### src/rtl/vram_tile_pkg.sv
// Shared constants for the tile VRAM writer: piece/attribute encodings, tile codes and FSM states.
package vram_tile_pkg;

  localparam logic [2:0] PIECE_I = 3'd0;
  localparam logic [2:0] PIECE_T = 3'd1;
  localparam logic [2:0] PIECE_O = 3'd2;
  localparam logic [2:0] PIECE_J = 3'd3;
  localparam logic [2:0] PIECE_L = 3'd4;
  localparam logic [2:0] PIECE_S = 3'd5;
  localparam logic [2:0] PIECE_Z = 3'd6;

  localparam logic [2:0] ATTR_NORMAL    = 3'd0;
  localparam logic [2:0] ATTR_LIGHT     = 3'd1;
  localparam logic [2:0] ATTR_LIGHT_ALT = 3'd2;
  localparam logic [2:0] ATTR_SHADOW    = 3'd3;
  localparam logic [2:0] ATTR_GARBAGE   = 3'd4;
  localparam logic [2:0] ATTR_BG        = 3'd5;
  localparam logic [2:0] ATTR_BG_DARK   = 3'd6;

  localparam logic [7:0] CODE_SHADOW    = 8'd7;
  localparam logic [7:0] CODE_GARBAGE   = 8'd8;
  localparam logic [7:0] CODE_BG        = 8'd9;
  localparam logic [7:0] CODE_BG_DARK   = 8'd10;
  localparam logic [7:0] LIGHT_BASE     = 8'd11;
  localparam logic [7:0] LIGHT_ALT_BASE = 8'd18;
  localparam logic [7:0] CODE_ERR       = 8'h3F;

  typedef enum logic [1:0] {
    ST_IDLE  = 2'd0,
    ST_WRITE = 2'd1,
    ST_DONE  = 2'd2
  } wr_state_e;

endpackage

### src/rtl/tile_code_encode.sv
// Combinational (piece, attribute) -> 8-bit tile code; the inverse of the video-side tile decoder.
module tile_code_encode
  import vram_tile_pkg::*;
(
  input  logic [2:0] i_piece,
  input  logic [2:0] i_attr,
  output logic [7:0] o_code
);

  logic w_piece_ok;
  assign w_piece_ok = (i_piece <= PIECE_Z);

  // Piece-coloured attributes need a valid piece; anything undefined maps to the magenta error tile.
  always_comb begin
    o_code = CODE_ERR;
    case (i_attr)
      ATTR_NORMAL: begin
        if (w_piece_ok) o_code = {5'd0, i_piece};
        else            o_code = CODE_ERR;
      end
      ATTR_LIGHT: begin
        if (w_piece_ok) o_code = LIGHT_BASE + {5'd0, i_piece};
        else            o_code = CODE_ERR;
      end
      ATTR_LIGHT_ALT: begin
        if (w_piece_ok) o_code = LIGHT_ALT_BASE + {5'd0, i_piece};
        else            o_code = CODE_ERR;
      end
      ATTR_SHADOW:  o_code = CODE_SHADOW;
      ATTR_GARBAGE: o_code = CODE_GARBAGE;
      ATTR_BG:      o_code = CODE_BG;
      ATTR_BG_DARK: o_code = CODE_BG_DARK;
      default:      o_code = CODE_ERR;
    endcase
  end

endmodule

### src/rtl/vram_tile_writer.sv
// Tile VRAM write sequencer: one VRAM write per cell of a (piece, attr) rectangle, x inner / y outer.
// Define TILE_WRITER_CLEAR_EN to add the clear_req port (whole-field fill with the BG code).
module vram_tile_writer
  import vram_tile_pkg::*;
#(
  parameter int COLS      = 10,
  parameter int ROWS      = 20,
  parameter int COL_W     = 4,
  parameter int ROW_W     = 5,
  parameter int ADDR_W    = 9,
  parameter int BASE_ADDR = 0
) (
  input  logic              clk,
  input  logic              rst,
  input  logic              req_valid,
  output logic              req_ready,
  input  logic [COL_W-1:0]  req_x,
  input  logic [ROW_W-1:0]  req_y,
  input  logic [COL_W-1:0]  req_w,
  input  logic [ROW_W-1:0]  req_h,
  input  logic [2:0]        req_piece,
  input  logic [2:0]        req_attr,
`ifdef TILE_WRITER_CLEAR_EN
  input  logic              clear_req,
`endif
  output logic              vram_we,
  input  logic              vram_gnt,
  output logic [ADDR_W-1:0] vram_addr,
  output logic [7:0]        vram_wdata,
  output logic              busy,
  output logic              done
);

  // One extra bit so rectangles running past the field edge can be walked and clipped.
  localparam int XW = COL_W + 1;
  localparam int YW = ROW_W + 1;

  wr_state_e         r_state;
  wr_state_e         w_next_state;
  logic [XW-1:0]     r_x, r_x0, r_xlast;
  logic [YW-1:0]     r_y, r_ylast;
  logic [ADDR_W-1:0] r_row_base, r_addr;
  logic              r_we;
  logic [7:0]        r_wdata;

  logic [7:0]        w_code, w_ld_code;
  logic              w_clear, w_ready, w_start, w_ld_empty;
  logic [XW-1:0]     w_ld_x, w_ld_xlast, w_nx;
  logic [YW-1:0]     w_ld_y, w_ld_ylast, w_ny;
  logic [ADDR_W-1:0] w_ld_base, w_nbase;
  logic              w_last_col, w_last_row, w_last_cell, w_cell_done;

  function automatic logic f_in_field(input logic [XW-1:0] x, input logic [YW-1:0] y);
    return (x < XW'(COLS)) && (y < YW'(ROWS));
  endfunction

  tile_code_encode u_encode (
    .i_piece (req_piece),
    .i_attr  (req_attr),
    .o_code  (w_code)
  );

`ifdef TILE_WRITER_CLEAR_EN
  assign w_clear = (r_state == ST_IDLE) && clear_req;
`else
  assign w_clear = 1'b0;
`endif
  assign w_ready = (r_state == ST_IDLE) && !w_clear;
  assign w_start = (req_valid && w_ready) || w_clear;

  // Rectangle parameters captured at acceptance; a clear is a full-field BG rectangle.
  always_comb begin
    w_ld_x     = {1'b0, req_x};
    w_ld_y     = {1'b0, req_y};
    w_ld_xlast = {1'b0, req_x} + {1'b0, req_w} - XW'(1);
    w_ld_ylast = {1'b0, req_y} + {1'b0, req_h} - YW'(1);
    w_ld_code  = w_code;
    w_ld_empty = (req_w == '0) || (req_h == '0);
    if (w_clear) begin
      w_ld_x     = '0;
      w_ld_y     = '0;
      w_ld_xlast = XW'(COLS - 1);
      w_ld_ylast = YW'(ROWS - 1);
      w_ld_code  = CODE_BG;
      w_ld_empty = 1'b0;
    end else begin
      w_ld_code  = w_code;
    end
  end

  // Constant-coefficient product, used once per request; per-row stepping is add-only.
  assign w_ld_base = ADDR_W'(BASE_ADDR) + ADDR_W'(w_ld_y) * ADDR_W'(COLS);

  assign w_last_col  = (r_x == r_xlast);
  assign w_last_row  = (r_y == r_ylast);
  assign w_last_cell = w_last_col && w_last_row;
  assign w_cell_done = (r_state == ST_WRITE) && (!r_we || vram_gnt);

  // Next cell position and row base after the current cell completes.
  always_comb begin
    w_nx    = r_x + XW'(1);
    w_ny    = r_y;
    w_nbase = r_row_base;
    if (w_last_col) begin
      w_nx    = r_x0;
      w_ny    = r_y + YW'(1);
      w_nbase = r_row_base + ADDR_W'(COLS);
    end else begin
      w_nx    = r_x + XW'(1);
      w_ny    = r_y;
      w_nbase = r_row_base;
    end
  end

  // FSM next state.
  always_comb begin
    w_next_state = r_state;
    case (r_state)
      ST_IDLE: begin
        if (w_start) w_next_state = w_ld_empty ? ST_DONE : ST_WRITE;
        else         w_next_state = ST_IDLE;
      end
      ST_WRITE: begin
        if (w_cell_done && w_last_cell) w_next_state = ST_DONE;
        else                            w_next_state = ST_WRITE;
      end
      ST_DONE: w_next_state = ST_IDLE;
      default: w_next_state = ST_IDLE;
    endcase
  end

  // FSM state register.
  always_ff @(posedge clk) begin
    if (rst) r_state <= ST_IDLE;
    else     r_state <= w_next_state;
  end

  // Cell walker and registered VRAM write port; outputs hold while a write is stalled.
  always_ff @(posedge clk) begin
    if (rst) begin
      r_x        <= '0;
      r_x0       <= '0;
      r_xlast    <= '0;
      r_y        <= '0;
      r_ylast    <= '0;
      r_row_base <= '0;
      r_addr     <= '0;
      r_we       <= 1'b0;
      r_wdata    <= 8'd0;
    end else if (w_start) begin
      r_x        <= w_ld_x;
      r_x0       <= w_ld_x;
      r_xlast    <= w_ld_xlast;
      r_y        <= w_ld_y;
      r_ylast    <= w_ld_ylast;
      r_row_base <= w_ld_base;
      r_addr     <= w_ld_base + ADDR_W'(w_ld_x);
      r_wdata    <= w_ld_code;
      r_we       <= !w_ld_empty && f_in_field(w_ld_x, w_ld_y);
    end else if (w_cell_done) begin
      if (w_last_cell) begin
        r_we <= 1'b0;
      end else begin
        r_x        <= w_nx;
        r_y        <= w_ny;
        r_row_base <= w_nbase;
        r_addr     <= w_nbase + ADDR_W'(w_nx);
        r_we       <= f_in_field(w_nx, w_ny);
      end
    end
  end

  assign req_ready  = w_ready;
  assign vram_we    = r_we;
  assign vram_addr  = r_addr;
  assign vram_wdata = r_wdata;
  assign busy       = (r_state != ST_IDLE);
  assign done       = (r_state == ST_DONE);

endmodule

### config.mk
export PLATFORM = sky130hd
export DESIGN_NAME = vram_tile_writer
export DESIGN_NICKNAME = d
export VERILOG_FILES = /design/src/rtl/vram_tile_pkg.sv /design/src/rtl/tile_code_encode.sv /design/src/rtl/vram_tile_writer.sv
export SDC_FILE = /design/constraint.sdc
export NUM_CORES = 1
export LEC_CHECK = 0
export ABC_AREA = 1
export BUFFER_PORTS_ARGS = -buffer_cell sky130_fd_sc_hd__buf_2
export CORE_ASPECT_RATIO = 2
export CORE_MARGIN = 2
export CORE_UTILIZATION = 60
export DETAILED_ROUTE_END_ITERATION = 8
export HOLD_SLACK_MARGIN = 0.06
export PLACE_DENSITY_LB_ADDON = 0.15
export SLEW_MARGIN = 20
export SYNTH_ARGS = -nofsm -noshare
export SYNTH_HDL_FRONTEND = slang
export SYNTH_SLANG_ARGS = --single-unit
### constraint.sdc
create_clock -name clk -period 3.8 [get_ports clk]
set_input_delay 0.38 -clock clk [delete_from_list [all_inputs] [get_ports clk]]
set_output_delay 0.38 -clock clk [all_outputs]
set_load 0.02 [all_outputs]
==> reports/results.tsv, run 1 <==
metric	value	unit
First DRT Iteration DRCs	227	
clock buffer count from CTS	5	
clock skew	0.0133	ns
maximum number of pins on one net before global-route repair	48	
Sequential Area	1020	µm²
Clock Power Share	29.8	%
Placer Congestion	0.878	
net count of the finished layout	665	
endpoint class of the critical path	flop	
worst-path cell chain	nor2_1, nor2_1, nor2_4, nand3_4, inv_2, or2_2, o21ai_0, inv_1, ha_1, ha_1, a21oi_2, o21ai_1, nand2_1, nand2_1, nand3_1, nand2_1, a21oi_1	
reported leakage power	2.13	nW
setup ws final	1.04	ns
instance count along the most critical hold path	3	
core region area	6260	µm²
main flop type after synthesis	dfxtp_1	
Worst EP required	4.03	ns
Levels on crit path	17	
number of placement rows	41	
cell area after technology mapping	3870	µm²
core occupancy in the finished layout	68.6	%
crit path max-delay cell type	dfxtp_1	
synthesized area per cell	6.88	µm²
post-DP HPWL	7720	µm
height of the chip	118	µm
CP max stage delay	0.41	ns
synthesis warning total	0	
floorplan die width	60.8	µm
H-tree Lvls	2	
vias in the first global route	3709	
clock tree root buffer cell	clkbuf_16	
starting utilization of the core area	61.8	%
Post-Route WL	10300	µm
Resized Gates After CTS	0	
Pre-antenna DRT Iters	7	
most frequent cell on the critical path	nand2_1	
detail-routed net length per standard cell	15.0	µm
EDFF count, synth	0	
post-layout min period	2.76	ns
switching share of total power	37.8	%
antenna diode count	0	
number of pins exceeding their max-slew limit in the final report	0	
share of layout cells above drive strength 1	13.1	%
Psw	0.700	mW
portion of total power attributed to sequential cells	35.4	%
filler cell count in the final layout	600	
dominant delay contributor by cell family on the critical path	simple AND/OR/NAND/NOR gates	
post-CTS setup-driven buffer insertion count	0	
area growth from synthesis to layout	11.0	%
biggest area contributors in the synthesized netlist	dfxtp_1 26%, ha_1 12%, nand2_1 10%, inv_1 8.1%, o21ai_0 5.8%	
worst supply voltage drop on vdd	0.000319	V
post-route DRC violation count	0	
register area share after synthesis	26.4	%
post-route cell area	4290	µm²
Critical Setup Path Class	reg2reg	
CTS sink cnt	51	
top cell type's share of synthesized area	26.4	%
Worst Path Arrival	2.99	ns
final-layout setup total negative slack	0	ns
total power per unit cell area	432	nW/µm²
headroom to the max-slew limit	53.3	%
Worst Tran Pin Value	0.699	ns
post-synthesis cell count	562	
CTS clk-pin slew, worst paths	0.08	ns
setup-violating endpoint count in the final report	0	
multi-input combinational cell area	2410	µm²
All-Layer GR Usage	30.3	%
num ports	49	
crit-path max FO	16	
Port Buf Inserts	46	
proportion of synthesized flip-flops having asynchronous set or reset	0	%
Netlist cell types	41	
number of cells on the worst reg-to-reg path	17	
worst slack at placement	1.06	ns
area enclosed by the die boundary	7140	µm²
count of hold-fix buffers inserted at cts	0	
initial antenna violation count	0	
RSZ-0062 raised after global routing	false	
max-capacitance violation count	0	
library cell occupying the most area in the post-synthesis netlist	dfxtp_1	
relative contribution of combinational cells to total power	34.9	%
period utilisation layout	72.7	%
ratio of routed vias to standard cells	5.62	
internal power	1.15	mW
post-route ant nets	0	
TritonCTS clock tree	done	
placed inst area	4120	µm²
Hold Crit Class	in2reg	
clock latency reported for the late side of the worst-skew pair	0.31	ns
Buffers & Inverters on Critical Path	2	
smallest hold slack	0.370	ns
number of endpoints with negative hold slack in the final report	0	
vias after detailed routing	3841	
startpoint type of the worst setup path	flop	
status	complete, no violations	
global-route wire length before repair	16600	µm
Max clock buf depth	2	
final global-route overflow total	0	
synthesized flop and latch total	51	
Max Fclk	362	MHz
metrics by stage:
stage	cells	total power, mW
after floorplan	563	1.14
after global placement	675	1.28
after detailed placement	675	1.30
after CTS	683	1.84
after global routing	683	1.95
final	683	1.85
synthesized netlist by cell type, drive strengths merged, types with 2 or more instances:
cell type  instances
dfxtp             51
nor3               3
a21oi             46
a41oi              3
fa                 4
o211ai             3
a31oi             19
nand2            110
ha                37
o21ai             48
a21o               2
nand3             19
a211oi             4
xor2              19
buf                9
xnor2             10
nor2              56
nand4              7
clkinv             2
inv               88
clkbuf            13
layout make-up:
| type | count | share of cell area (%) |
|---|---|---|
| multi-input cells | 400 | 56.1 |
| clock buffers | 6 | 3.24 |
| well taps | 86 | 2.51 |
| clock inverters | 2 | 0.816 |
| repair buffers | 48 | 5.71 |
| inverters | 90 | 7.87 |
| flip-flops and latches | 51 | 23.8 |
tightest hold or removal path: cells and delay by family:
family,cells,cell delay [ns]
and+or+nand+nor,1,0.08
AOI/OAI and AO/OA,1,0.06
buffers and inverters,1,0.10
power by group through the flow:
stage	Clock (mW)	Combinational [mW]	Sequential (mW)
detailed placement	0	0.636	0.666
global placement	0	0.619	0.663
finish	0.551	0.646	0.655
floorplan	0	0.464	0.678
CTS	0.547	0.643	0.654
global route	0.570	0.722	0.662
registers in the layout, indices dropped and copies added, names as in the netlist:
signal	flops
r_state	2
r_x0	4
r_x	5
r_row_base	8
vram_we	1
r_y	6
r_xlast	5
vram_addr	8
r_ylast	6
vram_wdata	6
layout by cell type (no fill, tap or decap), types with 18 or more instances in the layout:
| master | count |
|---|---|
| a21oi_1 | 43 |
| xor2_1 | 19 |
| inv_1 | 83 |
| a31oi_1 | 19 |
| ha_1 | 37 |
| nor2_1 | 49 |
| dfxtp_1 | 51 |
| nand3_1 | 18 |
| buf_2 | 46 |
| o21ai_0 | 45 |
| nand2_1 | 106 |
kinds of logic after synthesis:
kind of cell               synth area share (%)
xor gates and xnor gates                   6.57
adders and majority gates                  14.0
DFF                                        26.4
buffers and inverters                      11.5
AOI/OAI and AO/OA                          19.0
and+or+nand+nor                            22.4
other                                    0.0970
metal layers:
metal | GRT usage (%) | share of wire, % | vias to the layer above
li1 | - | - | 1897
met2 | 53.2 | 55 | 129
met4 | 18.6 | 4.7 | 0
met1 | 31.4 | 36 | 1779
met5 | 0 | 0 | -
met3 | 4.62 | 4.4 | 36
final timing paths:
check	start	end	slack [ns]
setup / recovery	r_x[1]	vram_addr[7]	1.04
hold reg to reg	r_x0[0]	r_x0[0]	0.47
hold / removal	req_x[0]	r_x0[0]	0.37
setup reg to reg	r_x[1]	vram_addr[7]	1.04
Note: power is estimated with default switching activity, not from simulation.
==> run 2, diff against run 1 <==
- ABC_AREA: 1 -> 0
- CORE_UTILIZATION: 60 -> 53
- clock period: 3.8 -> 2.45 ns (I/O delays scaled with it)
==> reports/results.tsv, run 2 <==
metric	value	unit	change
switching share of total power	37.8	%	+0.046 points
Netlist cell types	61		+49%
setup ws final	-0.247	ns	-1.29 ns
reported leakage power	2.14	nW	+0.49%
Worst Path Arrival	2.92	ns	-0.07 ns
starting utilization of the core area	54.3	%	-7.5 points
most frequent cell on the critical path	xor2_2		
commonest non-fill, non-tap cells in the layout	65 x nand2_1, 49 x buf_4, 48 x dfxtp_1, 46 x buf_2		
clock tree root buffer cell	clkbuf_16		
CTS clk-pin slew, worst paths	0.07	ns	about the same
net count of the finished layout	647		-2.7%
Psw	1.25	mW	+78%
post-DP HPWL	8910	µm	+15%
biggest area contributors in the synthesized netlist	dfxtp_1 26%, ha_1 12%, nand2_1 6.4%, a21oi_1 5.8%, xnor2_1 5.4%		
endpoint class of the critical path	flop		
most frequent standard cell in the layout excluding fill and tap cells	nand2_1		
post-synthesis cell count	505		-10%
All-Layer GR Usage	29.5	%	-0.83 points
antenna diode count	0		unchanged
number of placement rows	44		+7.3%
main flop type after synthesis	dfxtp_1		
post-route DRC violation count	0		unchanged
cell area after technology mapping	3920	µm²	+1.2%
Hold Crit Class	in2reg		
Worst EP required	2.67	ns	-1.36 ns
Max clock buf depth	2		unchanged
synthesized flop and latch total	51		unchanged
ratio of routed vias to standard cells	5.88		+4.5%
most instantiated library cell after synthesis	nand2_1		
Clock Power Share	24.1	%	-5.7 points
maximum number of pins on one net before global-route repair	41		-15%
list of most frequent post-synthesis cells	67 x nand2_1, 51 x dfxtp_1, 45 x a21oi_1		
synthesized area per cell	7.75	µm²	+13%
CTS sink cnt	51		unchanged
global-route wire length before repair	18700	µm	+12%
final global-route overflow total	0		unchanged
Worst Tran Pin Value	0.839	ns	+0.140 ns
post-layout min period	2.70	ns	-0.0647 ns
crit path max-delay cell type	dfxtp_2		
setup-violating endpoint count in the final report	6		+6
num ports	49		unchanged
multi-input combinational cell area	2720	µm²	+13%
internal power	2.05	mW	+78%
RSZ-0062 raised after global routing	true		
Sequential Area	1020	µm²	+0.37%
crit-path max FO	3		-13
status	finished with violations		
initial antenna violation count	0		unchanged
worst slack at placement	-0.247	ns	-1.30 ns
total power per unit cell area	688	nW/µm²	+59%
library cell occupying the most area in the post-synthesis netlist	dfxtp_1		
CP max stage delay	0.34	ns	-0.07 ns
Placer Congestion	0.952		+8.4%
count of hold-fix buffers inserted at cts	0		unchanged
top cell type's share of synthesized area	26.1	%	-0.32 points
post-route ant nets	0		unchanged
area growth from synthesis to layout	22.3	%	
share of layout cells above drive strength 1	23.9	%	+11 points
period utilisation layout	110	%	+37 points
startpoint type of the worst setup path	flop		
area enclosed by the die boundary	8130	µm²	+14%
clock skew	0.00729	ns	-0.00603 ns
register area share after synthesis	26.1	%	-0.32 points
failing checks	setup timing		
clock buffer count from CTS	5		unchanged
EDFF count, synth	0		unchanged
proportion of synthesized flip-flops having asynchronous set or reset	0	%	unchanged
filler cell count in the final layout	656		+9.3%
register-to-register setup slack	-0.25	ns	-1.29 ns
synthesis warning total	0		unchanged
Critical Setup Path Class	reg2reg		
floorplan die width	64.8	µm	+6.6%
First DRT Iteration DRCs	288		+27%
portion of total power attributed to sequential cells	30.7	%	-4.7 points
number of endpoints with negative hold slack in the final report	0		unchanged
max-capacitance violation count	0		unchanged
number of pins exceeding their max-slew limit in the final report	0		unchanged
vias in the first global route	3884		+4.7%
headroom to the max-slew limit	44.0	%	-9.3 points
relative contribution of combinational cells to total power	45.2	%	+10 points
Pre-antenna DRT Iters	5		-2
H-tree Lvls	2		unchanged
clock latency reported for the late side of the worst-skew pair	0.30	ns	about the same
detail-routed net length per standard cell	17.4	µm	+16%
worst supply voltage drop on vdd	0.000473	V	+48%
vias after detailed routing	3937		+2.5%
core region area	7210	µm²	+15%
core occupancy in the finished layout	66.4	%	-2.2 points
Max Fclk	371	MHz	+2.4%
worst-path cell chain	xor2_2, or2_4, nor2_4, mux2i_4, xor2_2, ha_4, a211o_1, a311o_1, buf_4, nand4_1, a21oi_2, o31ai_2		
Port Buf Inserts	46		unchanged
height of the chip	126	µm	+6.8%
TritonCTS clock tree	done		
Post-Route WL	11700	µm	+14%
[run 2: cell types whose count changed in the layout (fill, tap and decap cells not counted), moves of 9 or more]
cell	change
a31oi_1	-13
nand2_1	-41
nor3_1	+12
o21ai_0	-32
inv_1	-40
xnor2_1	+12
nor2_1	-9
buf_4	+47
[run 2: power by group through the flow]
stage / Clock (mW) / Sequential, mW / Combinational [mW]
floorplan: 0 / 1.05 / 0.870
global placement: 0 / 1.02 / 1.32
detailed placement: 0 / 1.02 / 1.34
CTS: 0.802 / 1.01 / 1.38
global route: 0.838 / 1.02 / 1.61
finish: 0.794 / 1.01 / 1.49
[run 2: worst paths after layout]
kind / end / startpoint / depth (start not counted)
worst max-delay path: vram_addr[7] / r_xlast[0] / 12
worst max register to register: vram_addr[7] / r_xlast[0] / 12
worst min register to register: r_x0[0] / r_x0[0] / 2
worst min-delay path: r_x0[0] / req_x[0] / 3
[run 2: cell type report]
class                           instances  area share, %
Sequential cell                        51           21.4
Inverter                               43           3.37
Clock buffer                            6           2.69
Tap cell                               92           2.40
Clock inverter                          1          0.627
Multi-Input combinational cell        381           56.8
Timing Repair Buffer                   96           12.7
[run 2: worst max-delay path: cells and delay by family, from the launching register on]
| kind | cells | cell delay, ns |
|---|---|---|
| AOI/OAI and AO/OA | 4 | 0.80 |
| muxes | 1 | 0.30 |
| buffers and inverters | 1 | 0.16 |
| adders and majority gates | 1 | 0.19 |
| DFF | 1 | 0.34 |
| xor gates and xnor gates | 2 | 0.31 |
| and+or+nand+nor | 3 | 0.54 |
[run 2: kinds of logic (layout without fill, tap and decap cells)]
logic type	Yosys count	after routing	synth area share (%)
AO/OA/AOI/OAI	134	134	23.4
XOR/XNOR	41	41	9.36
adder cells (fa/ha/maj)	43	43	14.4
buffers and inverters	74	146	8.09
flip-flops	51	51	26.1
multiplexers	2	2	0.511
other	1	2	0.0958
AND/OR/NAND/NOR	159	159	18.1
[run 2: metrics by stage]
step / hold slack [ns] / instance area [µm²] / cells / TNS [ns] / total power, mW
6_report: 0.231 / 4790 / 670 / -0.872 / 3.29
5_1_grt: 0.237 / 4790 / 670 / -1.46 / 3.47
4_1_cts: 0.228 / 4700 / 667 / -0.716 / 3.19
3_5_place_dp: 0.450 / 4510 / 658 / -0.675 / 2.37
3_3_place_gp: 0.448 / 4510 / 658 / -0.453 / 2.34
2_1_floorplan: 0.380 / 4000 / 506 / -0.437 / 1.92
[run 2: repair_timing]
item | CTS | global route
pin swaps | 12 | 2
buffers inserted | 2 | 3
resized for setup | 5 | 12
endpoints found under the setup margin | 5 | 6
endpoints found under the hold margin | 0 | 0
[run 2: metal layers]
layer  routed length (µm)  share of wire (%)  vias up  track usage (%)
li1                     -                  -     1906                -
met1                 4290                 37     1843             31.5
met5                    0                  0        -                0
met4                  672                5.8        0             18.3
met3                  407                3.5       50             4.05
met2                 6290                 54      138             52.6
==> run 3, diff against run 2 <==
- CELL_PAD_IN_SITES_DETAIL_PLACEMENT: default -> 0
- CELL_PAD_IN_SITES_GLOBAL_PLACEMENT: default -> 1
- CORE_UTILIZATION: 53 -> 39
==> reports/results.tsv, run 3 (same netlist as run 2, synthesis figures left out) <==
metric	value	unit	change
net count of the finished layout	656		+1.4%
origin of the critical flop-to-flop path	r_x[1]		
post-layout min period	2.67	ns	-0.0260 ns
crit path max-delay cell type	a311o_1		
startpoint type of the worst setup path	flop		
clock tree root buffer cell	clkbuf_16		
Critical Setup Path Class	reg2reg		
maximum number of pins on one net before global-route repair	36		-12%
worst supply voltage drop on vdd	0.000349	V	-26%
Worst Path Arrival	2.89	ns	-0.03 ns
Power Total	3.44	mW	+4.4%
vias in the first global route	3884		unchanged
CP max stage delay	0.40	ns	+0.06 ns
Worst Tran Pin Value	0.779	ns	-0.0605 ns
period utilisation layout	109	%	-1.1 points
initial antenna violation count	0		unchanged
CTS sink cnt	51		unchanged
ratio of routed vias to standard cells	5.40		-8.1%
post-DP HPWL	9380	µm	+5.4%
count of hold-fix buffers inserted at cts	0		unchanged
smallest hold slack	0.223	ns	-0.00752 ns
share of layout cells above drive strength 1	27.2	%	+3.3 points
core occupancy in the finished layout	51.5	%	-15 points
First DRT Iteration DRCs	286		-0.69%
Max Fclk	374	MHz	+0.97%
setup ws final	-0.221	ns	+0.0260 ns
Worst EP required	2.67	ns	about the same
status	finished with violations		
antenna diode count	0		unchanged
number of endpoints with negative hold slack in the final report	0		unchanged
most frequent standard cell in the layout excluding fill and tap cells	nand2_1		
floorplan die width	74.8	µm	+16%
failing checks	setup timing		
All-Layer GR Usage	23.1	%	-6.4 points
num ports	49		unchanged
post-route DRC violation count	0		unchanged
Pre-antenna DRT Iters	4		-1
RSZ-0062 raised after global routing	true		
clock skew	0.00784	ns	+0.000550 ns
commonest non-fill, non-tap cells in the layout	64 x nand2_1, 54 x buf_4, 47 x dfxtp_1, 46 x buf_2, 43 x inv_1		
clock buffer count from CTS	5		unchanged
number of placement rows	51		+16%
detail-routed net length per standard cell	16.8	µm	-3.5%
crit-path max FO	3		unchanged
reported leakage power	2.21	nW	+3.6%
core region area	9760	µm²	+35%
global-route wire length before repair	19300	µm	+3.3%
critical hold path startpoint	req_x[0]		
Placer Congestion	0.901		-5.3%
starting utilization of the core area	40.1	%	-14 points
origin of the worst setup path	r_x[1]		
height of the chip	146	µm	+16%
headroom to the max-slew limit	48.1	%	+4.0 points
number of pins exceeding their max-slew limit in the final report	0		unchanged
TritonCTS clock tree	done		
total power per unit cell area	684	nW/µm²	-0.56%
clock latency reported for the late side of the worst-skew pair	0.30	ns	about the same
final global-route overflow total	0		unchanged
CTS clk-pin slew, worst paths	0.07	ns	about the same
endpoint class of the critical path	flop		
H-tree Lvls	2		unchanged
Post-Route WL	12100	µm	+3.7%
area enclosed by the die boundary	10900	µm²	+34%
Port Buf Inserts	46		unchanged
worst-path cell chain	xor2_2, or2_4, nor2_4, mux2i_2, xor2_1, ha_4, a21oi_2, nand3_1, a311o_1, buf_4, nand4_1, a21oi_2, o31ai_2		
post-route ant nets	0		unchanged
Max clock buf depth	2		unchanged
setup-violating endpoint count in the final report	5		-1
max-capacitance violation count	0		unchanged
area growth from synthesis to layout	28.4	%	
vias after detailed routing	3888		-1.2%
most frequent cell on the critical path	a21oi_2		
Hold Crit Class	in2reg		
-- run 3: cell types whose count changed in the layout (fill, tap and decap cells not counted), moves of 2 or more --
cell,before,now
nor2_4,2,5
buf_6,1,4
xnor2_1,22,20
xor2_2,2,4
ha_4,1,4
clkbuf_8,0,2
buf_4,49,54
nor2_1,40,37
xor2_1,14,12
ha_1,35,33
xnor2_2,3,5
-- run 3: repair_timing --
action,in CTS,in global routing
pin swaps,12,13
buffers inserted,8,6
endpoints found under the setup margin,6,13
gates resized for setup,13,27
hold endpoints to repair,0,0
-- run 3: worst paths after layout --
| kind | endpoint | slack (ns) | cells after the start |
|---|---|---|---|
| worst min-delay path | r_x0[0] | 0.22 | 3 |
| worst min register to register | r_x0[0] | 0.46 | 2 |
| worst max-delay path | vram_addr[7] | -0.22 | 13 |
| worst max register to register | vram_addr[7] | -0.22 | 13 |
-- run 3: cell type report --
type,count,area (µm²)
well taps,132,165
clock buffers,7,153
multi-input cells,381,2820
repair buffers,105,701
inverters,43,161
flip-flops and latches,51,1030
clock inverters,1,7.51
fillers,985,4730
-- run 3: worst max-delay path, delay by kind of cell (launching register included) --
family | cells | cell delay, ns
simple gates | 4 | 0.59
fa+ha+maj | 1 | 0.19
mux | 1 | 0.27
compound gates | 4 | 0.74
buf+inv | 1 | 0.16
flops | 1 | 0.34
xor+xnor | 2 | 0.30
-- run 3: report_power, final --
group | total [mW] | switching, mW | leakage [nW] | internal (mW)
clock network | 0.778 | 0.342 | 0.0761 | 0.436
registers | 1.01 | 0.0849 | 0.422 | 0.924
logic | 1.65 | 0.895 | 1.72 | 0.757
total | 3.44 | 1.32 | 2.21 | 2.12
-- run 3: through the flow --
step	cell area, µm²	std cells	setup TNS [ns]	worst slack (ns)
4_1_cts	4840	715	-0.779	-0.223
5_1_grt	5030	720	-1.15	-0.308
2_1_floorplan	4000	506	-0.437	-0.271
3_3_place_gp	4580	699	-0.862	-0.212
3_5_place_dp	4580	699	-1.09	-0.260
6_report	5030	720	-0.533	-0.221
-- run 3: layer usage --
metal / track usage (%) / vias to the layer above / part of all wire [%]
li1: - / 1926 / -
met1: 25.7 / 1831 / 38
met2: 41.4 / 93 / 55
met3: 2.77 / 38 / 3.0
met4: 10.6 / 0 / 4.4
met5: 0 / - / 0
